===== src/rtl/sprite_anim_fetch_pkg.sv =====
// Shared definitions for the sprite fetch path: sheet geometry defaults,
// colour width, transparency key and the per-player animation state encoding.
package sprite_pkg;

  // Default sprite-sheet geometry
  localparam int SPR_W_DEF    = 48;
  localparam int SPR_H_DEF    = 67;
  localparam int SHEET_W_DEF  = 816;
  localparam int N_STATES_DEF = 16;
  localparam int N_FRAMES_DEF = 4;

  // Colour format
  localparam int              CLR_W          = 12;
  localparam logic [CLR_W-1:0] TRANSP_KEY_DEF = 12'hF0F;

  // Animation state of one player
  typedef enum logic [1:0] {
    ANIM_ALIVE = 2'd0,
    ANIM_DYING = 2'd1,
    ANIM_DEAD  = 2'd2
  } anim_state_e;

  // Index width for a count of n items (at least one bit)
  function automatic int idx_w(input int n);
    return (n > 1) ? $clog2(n) : 1;
  endfunction

endpackage


===== src/rtl/sprite_anim_fetch_if.sv =====
// Pixel request / pixel response bus between the VGA scanner (master)
// and the sprite fetcher (slave).
interface sprite_anim_fetch_if
  import sprite_pkg::*;
#(
  parameter int PW = 1
);

  logic             req_valid;
  logic [PW-1:0]    req_player;
  logic [5:0]       req_x;
  logic [6:0]       req_y;
  logic             pix_valid;
  logic [CLR_W-1:0] pix_clr;
  logic             pix_transp;

  modport master (
    output req_valid, req_player, req_x, req_y,
    input  pix_valid, pix_clr, pix_transp
  );

  modport slave (
    input  req_valid, req_player, req_x, req_y,
    output pix_valid, pix_clr, pix_transp
  );

endinterface


===== src/rtl/sprite_anim_ctr.sv =====
// Per-player animation frame counter: frame divider, ALIVE/DYING/DEAD
// state machine and edge detection on the pose and is_dead inputs.
module sprite_anim_ctr
  import sprite_pkg::*;
#(
  parameter int N_FRAMES  = N_FRAMES_DEF,
  parameter int FRAME_DIV = 8,
  parameter int FW        = idx_w(N_FRAMES)
) (
  input  logic          clk,
  input  logic          rst,
  input  logic          i_frame_tick,
  input  logic [3:0]    i_state,
  input  logic          i_is_dead,
  output logic [FW-1:0] o_frame,
  output logic          o_dead_done
);

  localparam int             DW         = idx_w(FRAME_DIV);
  localparam logic [DW-1:0]  DIV_LAST   = DW'(FRAME_DIV - 1);
  localparam logic [FW-1:0]  FRAME_LAST = FW'(N_FRAMES - 1);

  anim_state_e   r_anim;
  logic [DW-1:0] r_div;
  logic [FW-1:0] r_frame;
  logic          r_dead_done;
  logic [3:0]    r_state_prev;
  logic          r_dead_prev;

  logic          w_wrap;
  logic [FW-1:0] w_frame_inc;

  assign w_wrap      = i_frame_tick && (r_div == DIV_LAST);
  assign w_frame_inc = (r_frame == FRAME_LAST) ? '0 : r_frame + FW'(1);

  // Animation FSM: is_dead edges and pose changes restart the animation and
  // take priority over a frame step landing in the same cycle.
  always_ff @(posedge clk) begin
    if (rst) begin
      r_anim       <= ANIM_ALIVE;
      r_div        <= '0;
      r_frame      <= '0;
      r_dead_done  <= 1'b0;
      r_state_prev <= '0;
      r_dead_prev  <= 1'b0;
    end else begin
      r_state_prev <= i_state;
      r_dead_prev  <= i_is_dead;
      if (i_is_dead && !r_dead_prev) begin
        r_anim      <= ANIM_DYING;
        r_div       <= '0;
        r_frame     <= '0;
        r_dead_done <= 1'b0;
      end else if (!i_is_dead && r_dead_prev) begin
        r_anim      <= ANIM_ALIVE;
        r_div       <= '0;
        r_frame     <= '0;
        r_dead_done <= 1'b0;
      end else begin
        case (r_anim)
          ANIM_ALIVE: begin
            if (i_state != r_state_prev) begin
              r_div   <= '0;
              r_frame <= '0;
            end else if (i_frame_tick) begin
              if (w_wrap) begin
                r_div   <= '0;
                r_frame <= w_frame_inc;
              end else begin
                r_div <= r_div + DW'(1);
              end
            end
          end
          ANIM_DYING: begin
            // A single-frame animation is already on its last frame
            if (r_frame == FRAME_LAST) begin
              r_anim      <= ANIM_DEAD;
              r_dead_done <= 1'b1;
            end else if (i_frame_tick) begin
              if (w_wrap) begin
                r_div   <= '0;
                r_frame <= r_frame + FW'(1);
                if ((r_frame + FW'(1)) == FRAME_LAST) begin
                  r_anim      <= ANIM_DEAD;
                  r_dead_done <= 1'b1;
                end
              end else begin
                r_div <= r_div + DW'(1);
              end
            end
          end
          ANIM_DEAD: begin
            r_dead_done <= 1'b1;
          end
          default: begin
            r_anim <= ANIM_ALIVE;
          end
        endcase
      end
    end
  end

  assign o_frame     = r_frame;
  assign o_dead_done = r_dead_done;

endmodule


===== src/rtl/sprite_anim_fetch.sv =====
// Multi-player animated sprite fetcher. Turns (player, x, y) pixel requests
// into sprite-sheet ROM addresses and returns colour plus transparency after
// 1 + ROM_LAT cycles. Optional feature macro: SPRITE_MIRROR_EN (horizontal
// mirroring of players facing left).
module sprite_anim_fetch
  import sprite_pkg::*;
#(
  parameter int              N_PLAYERS  = 2,
  parameter int              N_STATES   = N_STATES_DEF,
  parameter int              N_FRAMES   = N_FRAMES_DEF,
  parameter int              SPR_W      = SPR_W_DEF,
  parameter int              SPR_H      = SPR_H_DEF,
  parameter int              SHEET_W    = SHEET_W_DEF,
  parameter int              FRAME_DIV  = 8,
  parameter int              ROM_LAT    = 1,
  parameter int              ADDR_W     = 20,
  parameter logic [CLR_W-1:0] TRANSP_KEY = TRANSP_KEY_DEF,
  parameter int              PW         = idx_w(N_PLAYERS)
) (
  input  logic                   clk,
  input  logic                   rst,
  input  logic                   frame_tick,
  input  logic [4*N_PLAYERS-1:0] state,
  input  logic [N_PLAYERS-1:0]   is_dead,
  input  logic [N_PLAYERS-1:0]   facing,
  sprite_anim_fetch_if.slave     bus,
  output logic [ADDR_W-1:0]      rom_addr,
  input  logic [CLR_W-1:0]       rom_data,
  output logic [N_PLAYERS-1:0]   dead_done
);

  localparam int FW = idx_w(N_FRAMES);

  logic [FW-1:0]    w_frame [N_PLAYERS];
  logic [FW-1:0]    w_frame_sel;
  logic [3:0]       w_state_sel;
  logic             w_dead_sel;
  logic             w_oor;
  logic [31:0]      w_col;
  logic [31:0]      w_x_eff;
  logic [31:0]      w_addr32;
  logic [ADDR_W-1:0] w_addr;

  logic [ROM_LAT:0] r_v_pipe;
  logic [ROM_LAT:0] r_oor_pipe;
  logic [CLR_W-1:0] r_clr_hold;
  logic             r_transp_hold;
  logic [CLR_W-1:0] w_out_clr;
  logic             w_out_transp;

  genvar gi;

  // One animation counter per player
  generate
    for (gi = 0; gi < N_PLAYERS; gi++) begin : g_player
      sprite_anim_ctr #(
        .N_FRAMES  (N_FRAMES),
        .FRAME_DIV (FRAME_DIV),
        .FW        (FW)
      ) u_ctr (
        .clk          (clk),
        .rst          (rst),
        .i_frame_tick (frame_tick),
        .i_state      (state[4*gi +: 4]),
        .i_is_dead    (is_dead[gi]),
        .o_frame      (w_frame[gi]),
        .o_dead_done  (dead_done[gi])
      );
    end
  endgenerate

`ifdef SPRITE_MIRROR_EN
  logic w_facing_sel;
`else
  logic w_unused_facing;
  assign w_unused_facing = ^facing;
`endif

  // Select the requesting player's frame, pose and flags
  always_comb begin
    w_frame_sel = '0;
    w_state_sel = '0;
    w_dead_sel  = 1'b0;
`ifdef SPRITE_MIRROR_EN
    w_facing_sel = 1'b0;
`endif
    for (int p = 0; p < N_PLAYERS; p++) begin
      if (32'(bus.req_player) == 32'(p)) begin
        w_frame_sel = w_frame[p];
        w_state_sel = state[4*p +: 4];
        w_dead_sel  = is_dead[p];
`ifdef SPRITE_MIRROR_EN
        w_facing_sel = facing[p];
`endif
      end
    end
  end

  // Range check and sheet address; the range check always uses the raw x
  always_comb begin
    w_oor = (32'(bus.req_x) >= 32'(SPR_W)) ||
            (32'(bus.req_y) >= 32'(SPR_H)) ||
            (32'(bus.req_player) >= 32'(N_PLAYERS));
    if (w_dead_sel) begin
      w_col = 32'(N_STATES);
    end else if (32'(w_state_sel) >= 32'(N_STATES)) begin
      w_col = 32'(N_STATES - 1);
    end else begin
      w_col = 32'(w_state_sel);
    end
`ifdef SPRITE_MIRROR_EN
    w_x_eff = w_facing_sel ? (32'(SPR_W - 1) - 32'(bus.req_x)) : 32'(bus.req_x);
`else
    w_x_eff = 32'(bus.req_x);
`endif
    w_addr32 = ((32'(bus.req_player) * 32'(N_FRAMES) + 32'(w_frame_sel)) * 32'(SPR_H)
                + 32'(bus.req_y)) * 32'(SHEET_W) + w_col * 32'(SPR_W) + w_x_eff;
    w_addr = w_oor ? '0 : w_addr32[ADDR_W-1:0];
  end

  // Stage 1: registered ROM address, updated on each accepted request
  always_ff @(posedge clk) begin
    if (rst) begin
      rom_addr <= '0;
    end else if (bus.req_valid) begin
      rom_addr <= w_addr;
    end
  end

  // Valid / out-of-range delay line spanning stage 1 plus the ROM latency
  always_ff @(posedge clk) begin
    if (rst) begin
      r_v_pipe   <= '0;
      r_oor_pipe <= '0;
    end else begin
      r_v_pipe   <= {r_v_pipe[ROM_LAT-1:0], bus.req_valid};
      r_oor_pipe <= {r_oor_pipe[ROM_LAT-1:0], w_oor};
    end
  end

  assign w_out_transp = r_oor_pipe[ROM_LAT] | (rom_data == TRANSP_KEY);
  assign w_out_clr    = r_oor_pipe[ROM_LAT] ? '0 : rom_data;

  // Remember the last delivered pixel so outputs stay put between pixels
  always_ff @(posedge clk) begin
    if (rst) begin
      r_clr_hold    <= '0;
      r_transp_hold <= 1'b0;
    end else if (r_v_pipe[ROM_LAT]) begin
      r_clr_hold    <= w_out_clr;
      r_transp_hold <= w_out_transp;
    end
  end

  assign bus.pix_valid  = r_v_pipe[ROM_LAT];
  assign bus.pix_clr    = r_v_pipe[ROM_LAT] ? w_out_clr : r_clr_hold;
  assign bus.pix_transp = r_v_pipe[ROM_LAT] ? w_out_transp : r_transp_hold;

endmodule


===== src/flat_wrapper.sv =====
// flat-port wrapper written by rule: the top's interface ports become plain ports
module sprite_anim_fetch_flat import sprite_pkg::*;
#(
  parameter int              N_PLAYERS  = 2,
  parameter int              N_STATES   = N_STATES_DEF,
  parameter int              N_FRAMES   = N_FRAMES_DEF,
  parameter int              SPR_W      = SPR_W_DEF,
  parameter int              SPR_H      = SPR_H_DEF,
  parameter int              SHEET_W    = SHEET_W_DEF,
  parameter int              FRAME_DIV  = 8,
  parameter int              ROM_LAT    = 1,
  parameter int              ADDR_W     = 20,
  parameter logic [CLR_W-1:0] TRANSP_KEY = TRANSP_KEY_DEF,
  parameter int              PW         = idx_w(N_PLAYERS)
)
  (clk, rst, frame_tick, state, is_dead, facing, rom_addr, rom_data, dead_done, bus_req_valid, bus_req_player, bus_req_x, bus_req_y, bus_pix_valid, bus_pix_clr, bus_pix_transp);
  sprite_anim_fetch_if #(.PW(PW)) bus_i ();
  input  logic clk;
  input  logic rst;
  input  logic frame_tick;
  input  logic [4*N_PLAYERS-1:0] state;
  input  logic [N_PLAYERS-1:0] is_dead;
  input  logic [N_PLAYERS-1:0] facing;
  output logic [ADDR_W-1:0] rom_addr;
  input  logic [CLR_W-1:0] rom_data;
  output logic [N_PLAYERS-1:0] dead_done;
  input wire logic [$bits(bus_i.req_valid)-1:0] bus_req_valid;
  input wire logic [$bits(bus_i.req_player)-1:0] bus_req_player;
  input wire logic [$bits(bus_i.req_x)-1:0] bus_req_x;
  input wire logic [$bits(bus_i.req_y)-1:0] bus_req_y;
  output wire logic [$bits(bus_i.pix_valid)-1:0] bus_pix_valid;
  output wire logic [$bits(bus_i.pix_clr)-1:0] bus_pix_clr;
  output wire logic [$bits(bus_i.pix_transp)-1:0] bus_pix_transp;
  assign bus_i.req_valid = bus_req_valid;
  assign bus_i.req_player = bus_req_player;
  assign bus_i.req_x = bus_req_x;
  assign bus_i.req_y = bus_req_y;
  assign bus_pix_valid = bus_i.pix_valid;
  assign bus_pix_clr = bus_i.pix_clr;
  assign bus_pix_transp = bus_i.pix_transp;
  sprite_anim_fetch #(.N_PLAYERS(N_PLAYERS), .N_STATES(N_STATES), .N_FRAMES(N_FRAMES), .SPR_W(SPR_W), .SPR_H(SPR_H), .SHEET_W(SHEET_W), .FRAME_DIV(FRAME_DIV), .ROM_LAT(ROM_LAT), .ADDR_W(ADDR_W), .TRANSP_KEY(TRANSP_KEY), .PW(PW)) u_core (.clk(clk), .rst(rst), .frame_tick(frame_tick), .state(state), .is_dead(is_dead), .facing(facing), .bus(bus_i), .rom_addr(rom_addr), .rom_data(rom_data), .dead_done(dead_done));
endmodule

===== config.mk =====
export PLATFORM = sky130hd
export DESIGN_NAME = sprite_anim_fetch_flat
export DESIGN_NICKNAME = d
export VERILOG_FILES = /design/src/rtl/sprite_anim_fetch_pkg.sv /design/src/rtl/sprite_anim_fetch_if.sv /design/src/rtl/sprite_anim_ctr.sv /design/src/rtl/sprite_anim_fetch.sv /design/src/flat_wrapper.sv
export SDC_FILE = /design/constraint.sdc
export NUM_CORES = 1
export LEC_CHECK = 0
export BUFFER_PORTS_ARGS = -buffer_cell sky130_fd_sc_hd__buf_2
export CAP_MARGIN = 0
export CORE_MARGIN = 2
export CORE_UTILIZATION = 35
export CTS_BUF_LIST = sky130_fd_sc_hd__clkbuf_4 sky130_fd_sc_hd__clkbuf_8
export CTS_CLUSTER_SIZE = 20
export DETAILED_ROUTE_END_ITERATION = 8
export MAX_ROUTING_LAYER = met4
export PLACE_DENSITY_LB_ADDON = 0.25
export SYNTH_ARGS = -nofsm -noshare
export SYNTH_HDL_FRONTEND = slang
export SYNTH_HIERARCHICAL = 1
export SYNTH_SLANG_ARGS = --single-unit

===== constraint.sdc =====
create_clock -name clk -period 6.4 [get_ports clk]
set_input_delay 0.32 -clock clk [delete_from_list [all_inputs] [get_ports clk]]
set_output_delay 0.32 -clock clk [all_outputs]
set_load 0.02 [all_outputs]

# Word level (Yosys, flattened, before mapping)
# Cells that the tools add are included.
# Widths: inputs -> output; s select.
[totals] ff_bits=63 inputBits=42 out_inout_bits=36
[classes] n_addsub=8 n_mul=3 magnitude_cmp=2 eq_ne=37 mux=58 bitwise_logic=3 reduce_logical=31
[ops] cell="$mux 2" n=23
[ops] cell="$add 32x7->32" n=1
[ops] cell="$mul 32x6->16 const B" n=1
[ops] cell="$mul 32x7->32 const B" n=1
[ops] cell="$ne 3x3->1 const B" n=10
[ops] cell="$ne 5x5->1 const B" n=6
[ops] cell="$mux 12" n=2
[ops] cell="$mux 3" n=8
[ops] cell="$reduce_and 4->1" n=6
[ops] cell="$add 20x20->20" n=1
[ops] cell="$add 20x6->20" n=1
[ops] cell="$mux 20" n=1
[ops] cell="$pmux 2 s2" n=4
[ops] cell="$mux 1" n=14
[ops] cell="$eq 12x12->1 const B" n=1
[ops] cell="$eq 2x2->1 const B" n=6
[ops] cell="$ne 2x2->1 const B" n=6
[ops] cell="$pmux 3 s2" n=2
[ops] cell="$reduce_and 6->1" n=2
[ops] cell="$ne 4x4->1" n=2
[ops] cell="$reduce_bool 2->1" n=4
[ops] cell="$ge 7x7->1 const B" n=1
[ops] cell="$mul 5x2->7 const B" n=1
[ops] cell="$add 3x1->3 const B" n=2
[ops] cell="other kinds (18)" n=36

# Depth between registers and ports, before layout
# Gate-level depths: netlist of the first run.
[depth] ltp_word=9 depth_mapped=28

# Cells and area by module
# The synthesis of the first run kept the hierarchy.
[modules_own_cells] module="sprite_anim_fetch" instances=1 cells_each=440 area_per_inst_um2=3652.3 seq_area_each_um2=740.7
[modules_own_cells] module="sprite_anim_ctr" instances=2 cells_each=68 area_per_inst_um2=660.6 seq_area_each_um2=260.2

# Worst setup path after synthesis of the first run
# OpenSTA, ideal clock, no wires.
[synth_timing] kind="in2reg" from="input port bus_req_player" to="register u_core.rom_addr[19]" arrival_ns=6.082 path_slack_ns=0.199 cell_stages=25 cell_sequence="clkbuf_1 -> mux2_2 -> ha_1 -> fa_1 -> ha_1 -> a21o_1 -> a21oi_1 -> o21bai_1 -> a21oi_1 -> nor2_1 -> nor2_1 -> xnor2_1 -> ha_1 -> fa_1 -> inv_1 -> fa_1 -> inv_1 -> ha_1 -> o21ai_0 -> or3_4 -> o311ai_2 -> o221a_1 -> nand4_1 -> xnor2_1 -> o21ai_1"
[synth_via] elab_chain_cells=8 word_cells_on_any_way=12 cone_classes="add/sub (4); mul (3); mux (5)"
[synth_rtl] item="start: declaration" line="flat_wrapper.sv:28" text="input wire logic [$bits(bus_i.req_player)-1:0] bus_req_player;"
[synth_rtl] item="$mux 2" line="sprite_anim_fetch.sv:88" text="if (32'(bus.req_player) == 32'(p)) begin"
[synth_rtl] item="$add 3x2->4" line="sprite_anim_fetch.sv:116" text="w_addr32 = ((32'(bus.req_player) * 32'(N_FRAMES) + 32'(w_frame_sel)) * 32'(SPR_H)"
[synth_rtl] item="$mul 32x7->32" line="sprite_anim_fetch.sv:116"
[synth_rtl] item="$add 32x7->32" line="sprite_anim_fetch.sv:117" text="+ 32'(bus.req_y)) * 32'(SHEET_W) + w_col * 32'(SPR_W) + w_x_eff;"
[synth_rtl] item="$mul 32x6->16" line="sprite_anim_fetch.sv:117"
[synth_rtl] item="$add 20x20->20 *" line="sprite_anim_fetch.sv:117"
[synth_rtl] item="$add 20x6->20 *" line="sprite_anim_fetch.sv:117"
[synth_rtl] item="$mux 20 *" line="sprite_anim_fetch.sv:118" text="w_addr = w_oor ? '0 : w_addr32[ADDR_W-1:0];"
[synth_rtl] item="end signal: assignment" line="sprite_anim_fetch.sv:126" text="rom_addr <= w_addr;"
[synth_rtl] item="end: declaration" line="sprite_anim_fetch.sv:27" text="output logic [ADDR_W-1:0] rom_addr,"
# Mark *: on every way between the ends. The rest lies on a longest branch, timed or not.
# A chain may end at the register's enable or synchronous reset.

# Worst setup path after layout of the first run
[layout_timing] from="register u_core.g_player[0].u_ctr.r_frame[0]" to="register u_core.rom_addr[19]"
[layout_via] elab_chain_cells=8
[layout_rtl] item="start: declaration" line="sprite_anim_ctr.sv:25" text="logic [FW-1:0] r_frame;"
[layout_rtl] item="start signal: assignment" line="sprite_anim_ctr.sv:68" text="r_frame <= w_frame_inc;"
[layout_rtl] item="start signal: assignment" line="sprite_anim_ctr.sv:82" text="r_frame <= r_frame + FW'(1);"
[layout_rtl] item="$mux 2" line="sprite_anim_fetch.sv:88"
[layout_rtl] item="$add 3x2->4" line="sprite_anim_fetch.sv:116"
[layout_rtl] item="$mul 32x7->32" line="sprite_anim_fetch.sv:116"
[layout_rtl] item="$add 32x7->32" line="sprite_anim_fetch.sv:117"
[layout_rtl] item="$mul 32x6->16" line="sprite_anim_fetch.sv:117"
[layout_rtl] item="$add 20x20->20" line="sprite_anim_fetch.sv:117"
[layout_rtl] item="$add 20x6->20" line="sprite_anim_fetch.sv:117"
[layout_rtl] item="$mux 20" line="sprite_anim_fetch.sv:118"
# No other way between the ends.

==> impl_metrics.py, run 1 <==
metrics = {
    "run_status": {
        "outcome": "finished, final reports clean",
    },
    "detailed_routing": {
        "drt_iter0_drc": 193,
        "vias_per_cell": 4.96,
        "route.detailed.drc": 0,
        "totalWireLength_mm": 10.9,
        "drt-wirelength-per-cell_um": 12.9,
        "first_pass_iters": 5,
        "vias": 4192,
        "ant_nets": 0,
    },
    "global_route": {
        "grt.overflow.total": 0,
        "grt_pass1_vias": 4085,
        "antenna_found_initial": 0,
        "grt_pass1_wl_mm": 18.4,
        "grt_max_degree": 51,
        "grt_usage_pct": 15.4,
    },
    "logic_synthesis": {
        "synth-main-ff-cell": "dfxtp_1",
        "synth_cells": 576,
        "synth.most_common_cell": "ha_1",
        "synth_edf_count": 0,
        "yosysWarnings": 6,
        "syn_area_mm2": 0.00497,
        "synth_cell_types": 63,
        "ys_ff_latch": 63,
        "synth_top_area_cell": "dfxtp_1",
        "synth_top_area_share_pct": 25.4,
        "yosysSeqAreaShare_pct": 25.4,
        "syn_avg_cell_area_um2": 8.63,
        "synthesis.nets": 707,
        "async_reset_ff_share_pct": 0,
        "yosys-top-cells-count": "73 x ha_1, 63 x dfxtp_1, 59 x nand2_1",
        "synth_area_leaders": "dfxtp_1 25%, ha_1 18%, fa_1 6.4%, xnor2_1 5.3%, nand2_1 4.5%",
    },
    "clock_tree": {
        "cts.reportedPaths.clkPinSlew_ps": 70,
        "cts_buffers": 9,
        "clock_path_buffers": 2,
        "cts.htree.levels": 3,
        "cts_tree": "done",
        "cts_root_buf": "clkbuf_8",
        "clock_latency_ps": 340,
        "hold_buffers": 0,
        "cts.sinks": 63,
    },
    "final_layout": {
        "n_antenna_cell": 0,
        "nNetsFinal": 792,
        "drive_above_1_share_pct": 20.6,
        "fin_cells": 846,
        "area.growth.synth_to_final_pct": 18.1,
        "fin_area_mm2": 0.00587,
    },
    "floorplanning": {
        "initial_core_util_pct": 35.8,
        "rows": 43,
        "core_area_mm2": 0.0139,
        "chipWidth_um": 123,
        "dieArea_mm2": 0.0152,
        "die_h_um": 123,
        "io-pin-count": 78,
    },
    "setup_path": {
        "path_max_fanout": 5,
        "worst_ep_required_time_ps": 6640,
        "r2r-end": "u_core/rom_addr[19]$_SDFFE_PP0P_",
        "reg2reg_depth": 24,
        "worst_setup_path_start_kind": "flop",
        "crit_type": "flop to flop",
        "arrival_ps": 6270,
        "crit_path_end_kind": "flop",
        "reg2reg_from": "u_core/g_player[0].u_ctr/o_frame[0]$_SDFFE_PP0P_",
        "r2r_setup_slack_ps": 370,
    },
    "sta": {
        "fmax_mhz": 166,
        "rsz0062_at_grt": "no",
        "fin_crit_ps": 6030,
        "holdWs_ps": 233,
        "slew_violations": 0,
        "fin_crit_sh_pct": 94.3,
        "finClkSkew_ps": 5.42,
        "tightest_slew_ps": 708,
        "slew_headroom_pct": 52.7,
        "setup_viol": 0,
        "tns_ps": 0,
        "hold_viol": 0,
        "finalWorstSetupSlack_ps": 366,
    },
    "pwr": {
        "p_leak_uw": 0.00273,
        "seqPwrFrac_pct": 22.6,
        "p_int_uw": 1090,
        "swShare_pct": 43.9,
        "combPwrFrac_pct": 62.0,
        "vdd_drop_max_mv": 0.179,
        "clockPowerShare_pct": 15.5,
        "power_density_mw_per_mm2": 332,
        "p_sw_uw": 856,
    },
    "hold_path": {
        "worst_hold_path.endpoint": "u_core/g_player[1].u_ctr/r_state_prev[0]$_SDFF_PP0_",
        "min_path_type": "input pin to flop",
        "hold_start": "state[4]",
        "hold_depth": 2,
    },
    "placed_design": {
        "dp_slack_ps": 20.2,
        "placedInstanceArea_mm2": 0.00559,
        "dp_hpwl_mm": 8.86,
        "place_inst": 828,
        "place_congestion": 0.793,
        "port_buffers": 75,
    },
    "job": {
        "maxCapViolCount": 0,
    },
}
[worst max-delay path by stage]
stage / startpoint / to / slack (ps) / cells after the start
2_1_floorplan: bus_req_player / u_core/rom_addr[19]$_SDFFE_PP0P_ / 200 / 25
3_3_place_gp: bus_req_player / u_core/rom_addr[15]$_SDFFE_PP0P_ / 150 / 26
3_5_place_dp: bus_req_player / u_core/rom_addr[18]$_SDFFE_PP0P_ / 20 / 25
4_1_cts: u_core/g_player[1].u_ctr/o_frame[1]$_SDFFE_PP0P_ / u_core/rom_addr[15]$_SDFFE_PP0P_ / 130 / 25
5_1_grt: u_core/g_player[0].u_ctr/o_frame[0]$_SDFFE_PP0P_ / u_core/rom_addr[19]$_SDFFE_PP0P_ / 9 / 24
6_report: u_core/g_player[0].u_ctr/o_frame[0]$_SDFFE_PP0P_ / u_core/rom_addr[19]$_SDFFE_PP0P_ / 370 / 24
[cells by family (layout without fill, tap and decap cells)]
kind of cell / Yosys count / count (layout) / synth area share, %
AOI/OAI and AO/OA: 123 / 123 / 16.1
xor gates and xnor gates: 41 / 41 / 7.22
adders and majority gates: 89 / 89 / 24.8
buffers and inverters: 69 / 159 / 5.21
DFF: 63 / 63 / 25.4
muxes: 5 / 5 / 1.03
other: 1 / 1 / 0.0754
and+or+nand+nor: 185 / 185 / 20.2
[area by class of cell]
type	count	area [um^2]
multi-input cells	444	3540
clock inverters	7	50.0
clock buffers	9	124
inverters	58	218
repair buffers	85	450
well taps	180	225
flip-flops and latches	63	1260
fillers	1425	8010
[through the flow]
stage | power, uW | util (%)
after floorplan | 1350 | -
after global placement | 1600 | 40.3
after detailed placement | 1620 | 40.3
after CTS | 1930 | 41.5
after global routing | 2140 | 42.3
final | 1950 | 42.3
[power groups by stage]
| stage | clock network (uW) | registers [uW] | logic [uW] |
|---|---|---|---|
| global route | 332 | 444 | 1360 |
| global placement | 0 | 448 | 1150 |
| detailed placement | 0 | 450 | 1170 |
| floorplan | 0 | 477 | 871 |
| CTS | 316 | 441 | 1170 |
| finish | 302 | 440 | 1210 |
[layer usage]
layer / up-vias / global-route usage (%) / share of wire (%)
met4: 0 / 3.84 / 0.87
met1: 1938 / 19.9 / 48
met5: - / - / 0
met2: 86 / 24.8 / 46
met3: 9 / 2.91 / 4.8
li1: 2159 / - / -
[cells in the final DEF, fill, tap and decap left out, drive strengths merged, types with 5 or more instances in the layout]
cell type  count
buf           85
ha            73
dfxtp         63
nand2         59
inv           58
a21oi         38
nor2          37
nor2b         34
xnor2         30
o21ai         28
fa            16
nand3         12
xor2          11
clkbuf         9
a21o           9
o21a           7
a31oi          7
or3            5
nor3           5
nand4          5
[flip-flops by register name, indices dropped and copies added (netlist names), 4 cells and up]
name,cells
u_core/g_player.u_ctr/o_frame,4
u_core/g_player.u_ctr/r_anim,4
u_core/g_player.u_ctr/r_div,6
u_core/g_player.u_ctr/r_state_prev,8
u_core/r_clr_hold,12
u_core/rom_addr,20
[critical path, cell delays in order, from the launching register on]
cell and delay [ps]:
dfxtp_1 370, mux2_2 330, ha_1 200, fa_1 500, ha_1 320, a21o_1 190
a21oi_2 150, o21bai_1 90, a21oi_2 200, nor2_1 70, nor2_1 110, xnor2_1 220
ha_1 340, fa_1 540, inv_1 50, fa_1 490, inv_1 40, ha_1 300
o21ai_0 120, or3_4 400, o311ai_2 290, o221a_1 240, nand4_1 110, xnor2_1 190
o21ai_1 70
[timing repair]
item                                    4_1_cts  5_1_grt
setup buffers                                 0        2
gates resized for setup                       0       20
endpoints found under the setup margin        0        9
No activity file was read; power rests on OpenSTA's default activity.
==> inputs of run 2 (changes only) <==
--- a/config.mk
+++ b/config.mk
@@ -7,13 +7,14 @@
 export LEC_CHECK = 0
 export BUFFER_PORTS_ARGS = -buffer_cell sky130_fd_sc_hd__buf_2
 export CAP_MARGIN = 0
+export CELL_PAD_IN_SITES_DETAIL_PLACEMENT = 2
+export CELL_PAD_IN_SITES_GLOBAL_PLACEMENT = 2
 export CORE_MARGIN = 2
-export CORE_UTILIZATION = 35
+export CORE_UTILIZATION = 32
 export CTS_BUF_LIST = sky130_fd_sc_hd__clkbuf_4 sky130_fd_sc_hd__clkbuf_8
 export CTS_CLUSTER_SIZE = 20
 export DETAILED_ROUTE_END_ITERATION = 8
-export MAX_ROUTING_LAYER = met4
-export PLACE_DENSITY_LB_ADDON = 0.25
+export PLACE_DENSITY_LB_ADDON = 0.2
 export SYNTH_ARGS = -nofsm -noshare
 export SYNTH_HDL_FRONTEND = slang
 export SYNTH_HIERARCHICAL = 1
==> impl_metrics.py, run 2 (synthesis gave the netlist of run 1 again) <==
metrics = {
    "setup_path": {
        "worst_ep_required_time_ps": 6670,
        "path_buf_inv": 3,
        "critical_path_depth": 25,
        "path_max_fanout": 5,
        "crit_type": "flop to flop",
        "worst_setup_path_start_kind": "flop",
        "slowest_delay_ps": 540,
        "startpoint": "u_core/g_player[0].u_ctr/o_frame[0]$_SDFFE_PP0P_",
        "crit_end": "u_core/rom_addr[17]$_SDFFE_PP0P_",
        "arrival_ps": 6380,
        "crit_path_end_kind": "flop",
        "worst_path_dominant_cell_family": "adder cells",
        "r2r_setup_slack_ps": 280,
        "reg2reg_depth": 25,
        "r2r-end": "u_core/rom_addr[17]$_SDFFE_PP0P_",
        "crit_top_cell": "ha_1",
        "reg2reg_from": "u_core/g_player[0].u_ctr/o_frame[0]$_SDFFE_PP0P_",
        "crit_slowest_cell": "fa_1",
    },
    "pwr": {
        "p_leak_uw": 0.00283,
        "power_density_mw_per_mm2": 356,
        "vdd_drop_max_mv": 0.152,
        "power_uw": 2140,
        "p_int_uw": 1190,
        "combPwrFrac_pct": 64.9,
        "seqPwrFrac_pct": 20.6,
        "swShare_pct": 44.5,
        "clockPowerShare_pct": 14.5,
        "p_sw_uw": 953,
    },
    "global_route": {
        "grt_pass1_wl_mm": 22.9,
        "grt_usage_pct": 16.9,
        "met3_usage_pct": 2.66,
        "grtUsageMet2_pct": 30.3,
        "grt-busiest-layer": "met2",
        "grt_pass1_vias": 4760,
        "antenna_found_initial": 0,
        "grt.overflow.total": 0,
        "grt_max_degree": 51,
        "met1_usage_pct": 21.6,
    },
    "sta": {
        "tns_ps": 0,
        "slew_headroom_pct": 52.8,
        "fin_crit_ps": 6120,
        "setup_viol": 0,
        "finalWorstSetupSlack_ps": 285,
        "tightest_slew_ps": 706,
        "fin_crit_sh_pct": 95.5,
        "slew_violations": 0,
        "finClkSkew_ps": 10.8,
        "hold_viol": 0,
        "fmax_mhz": 164,
    },
    "final_layout": {
        "final_core_util_pct": 39.6,
        "final_common_cell": "buf_2",
        "fillers": 1736,
        "reg_top3": "u_core/rom_addr x20, u_core/r_clr_hold x12, u_core/g_player.u_ctr/r_state_prev x8",
        "regMostFlops": "u_core/rom_addr",
        "n_antenna_cell": 0,
        "mostFrequentLayoutCells": "75 x buf_2, 73 x ha_1, 60 x dfxtp_1",
        "area.growth.synth_to_final_pct": 21.0,
        "drive_above_1_share_pct": 22.7,
        "fin_area_mm2": 0.00602,
        "largest_reg_flops": 20,
        "nNetsFinal": 810,
    },
    "placed_design": {
        "placedInstanceArea_mm2": 0.00575,
        "port_buffers": 75,
        "place_congestion": 0.793,
        "dp_slack_ps": 4.95,
        "dp_hpwl_mm": 11.4,
    },
    "clock_tree": {
        "cts_root_buf": "clkbuf_8",
        "clock_latency_ps": 340,
        "cts_buffers": 9,
        "cts.reportedPaths.clkPinSlew_ps": 70,
        "clock_path_buffers": 2,
        "hold_buffers": 0,
        "cts_tree": "done",
        "cts.htree.levels": 3,
        "cts.sinks": 63,
    },
    "detailed_routing": {
        "drt-wirelength-per-cell_um": 16.1,
        "vias": 4379,
        "first_pass_iters": 4,
        "ant_nets": 0,
        "vias_per_cell": 5.02,
        "drt_iter0_drc": 92,
        "route.detailed.drc": 0,
        "totalWireLength_mm": 14.0,
    },
    "floorplanning": {
        "dieArea_mm2": 0.0166,
        "initial_core_util_pct": 32.7,
        "core_area_mm2": 0.0152,
        "rows": 45,
        "io-pin-count": 78,
        "die_h_um": 129,
        "chipWidth_um": 129,
    },
    "job": {
        "maxCapViolCount": 0,
    },
    "hold_path": {
        "min_path_type": "input pin to flop",
    },
    "run_status": {
        "outcome": "finished, final reports clean",
    },
}
[run 2: worst min path at each step]
stage	from	slack, ps	endpoint	depth (start not counted)
floorplan	rst	390	u_core/g_player[0].u_ctr/r_state_prev[0]$_SDFF_PP0_	1
global placement	u_core/r_oor_pipe[0]$_SDFF_PP0_	420	u_core/r_oor_pipe[1]$_SDFF_PP0_	1
detailed placement	u_core/r_v_pipe[0]$_SDFF_PP0_	430	u_core/r_v_pipe[1]$_SDFF_PP0_	1
CTS	state[1]	220	u_core/g_player[0].u_ctr/r_state_prev[1]$_SDFF_PP0_	2
global route	state[3]	240	u_core/g_player[0].u_ctr/r_state_prev[3]$_SDFF_PP0_	2
finish	state[1]	240	u_core/g_player[0].u_ctr/r_state_prev[1]$_SDFF_PP0_	2
[run 2: power by group through the flow]
stage               Sequential, uW  Combinational (uW)  Clock [uW]
floorplan                      477                 871           0
global placement               449                1280           0
detailed placement             451                1340           0
CTS                            442                1350         326
global route                   446                1560         345
finish                         441                1390         311
[run 2: layout make-up]
cell class	count	area (um^2)	share of cell area, %
clock buffer	9	124	2.06
clock inverter	7	48.8	0.811
inverter	58	218	3.62
multi-input combinational	444	3540	58.9
sequential	63	1260	21.0
tap	188	235	3.91
timing repair buffer	103	586	9.73
[run 2: stage by stage]
step | instances | hold slack, ps
2_1_floorplan | 576 | 392
3_3_place_gp | 855 | 424
3_5_place_dp | 855 | 435
4_1_cts | 871 | 218
5_1_grt | 872 | 240
6_report | 872 | 236
[run 2: what timing repair did]
| action | 4_1_cts | 5_1_grt |
|---|---|---|
| hold endpoints to repair | 0 | 0 |
| setup endpoints to repair | 0 | 9 |
| gates resized for setup | 0 | 20 |
| setup buffers | 0 | 1 |
[run 2: routing by layer]
metal	wire length, um	part of all wire (%)	up-vias
met4	107	0.76	0
met3	388	2.8	11
met2	6940	50	71
met1	6580	47	2118
li1	-	-	2179
met5	0	0	-
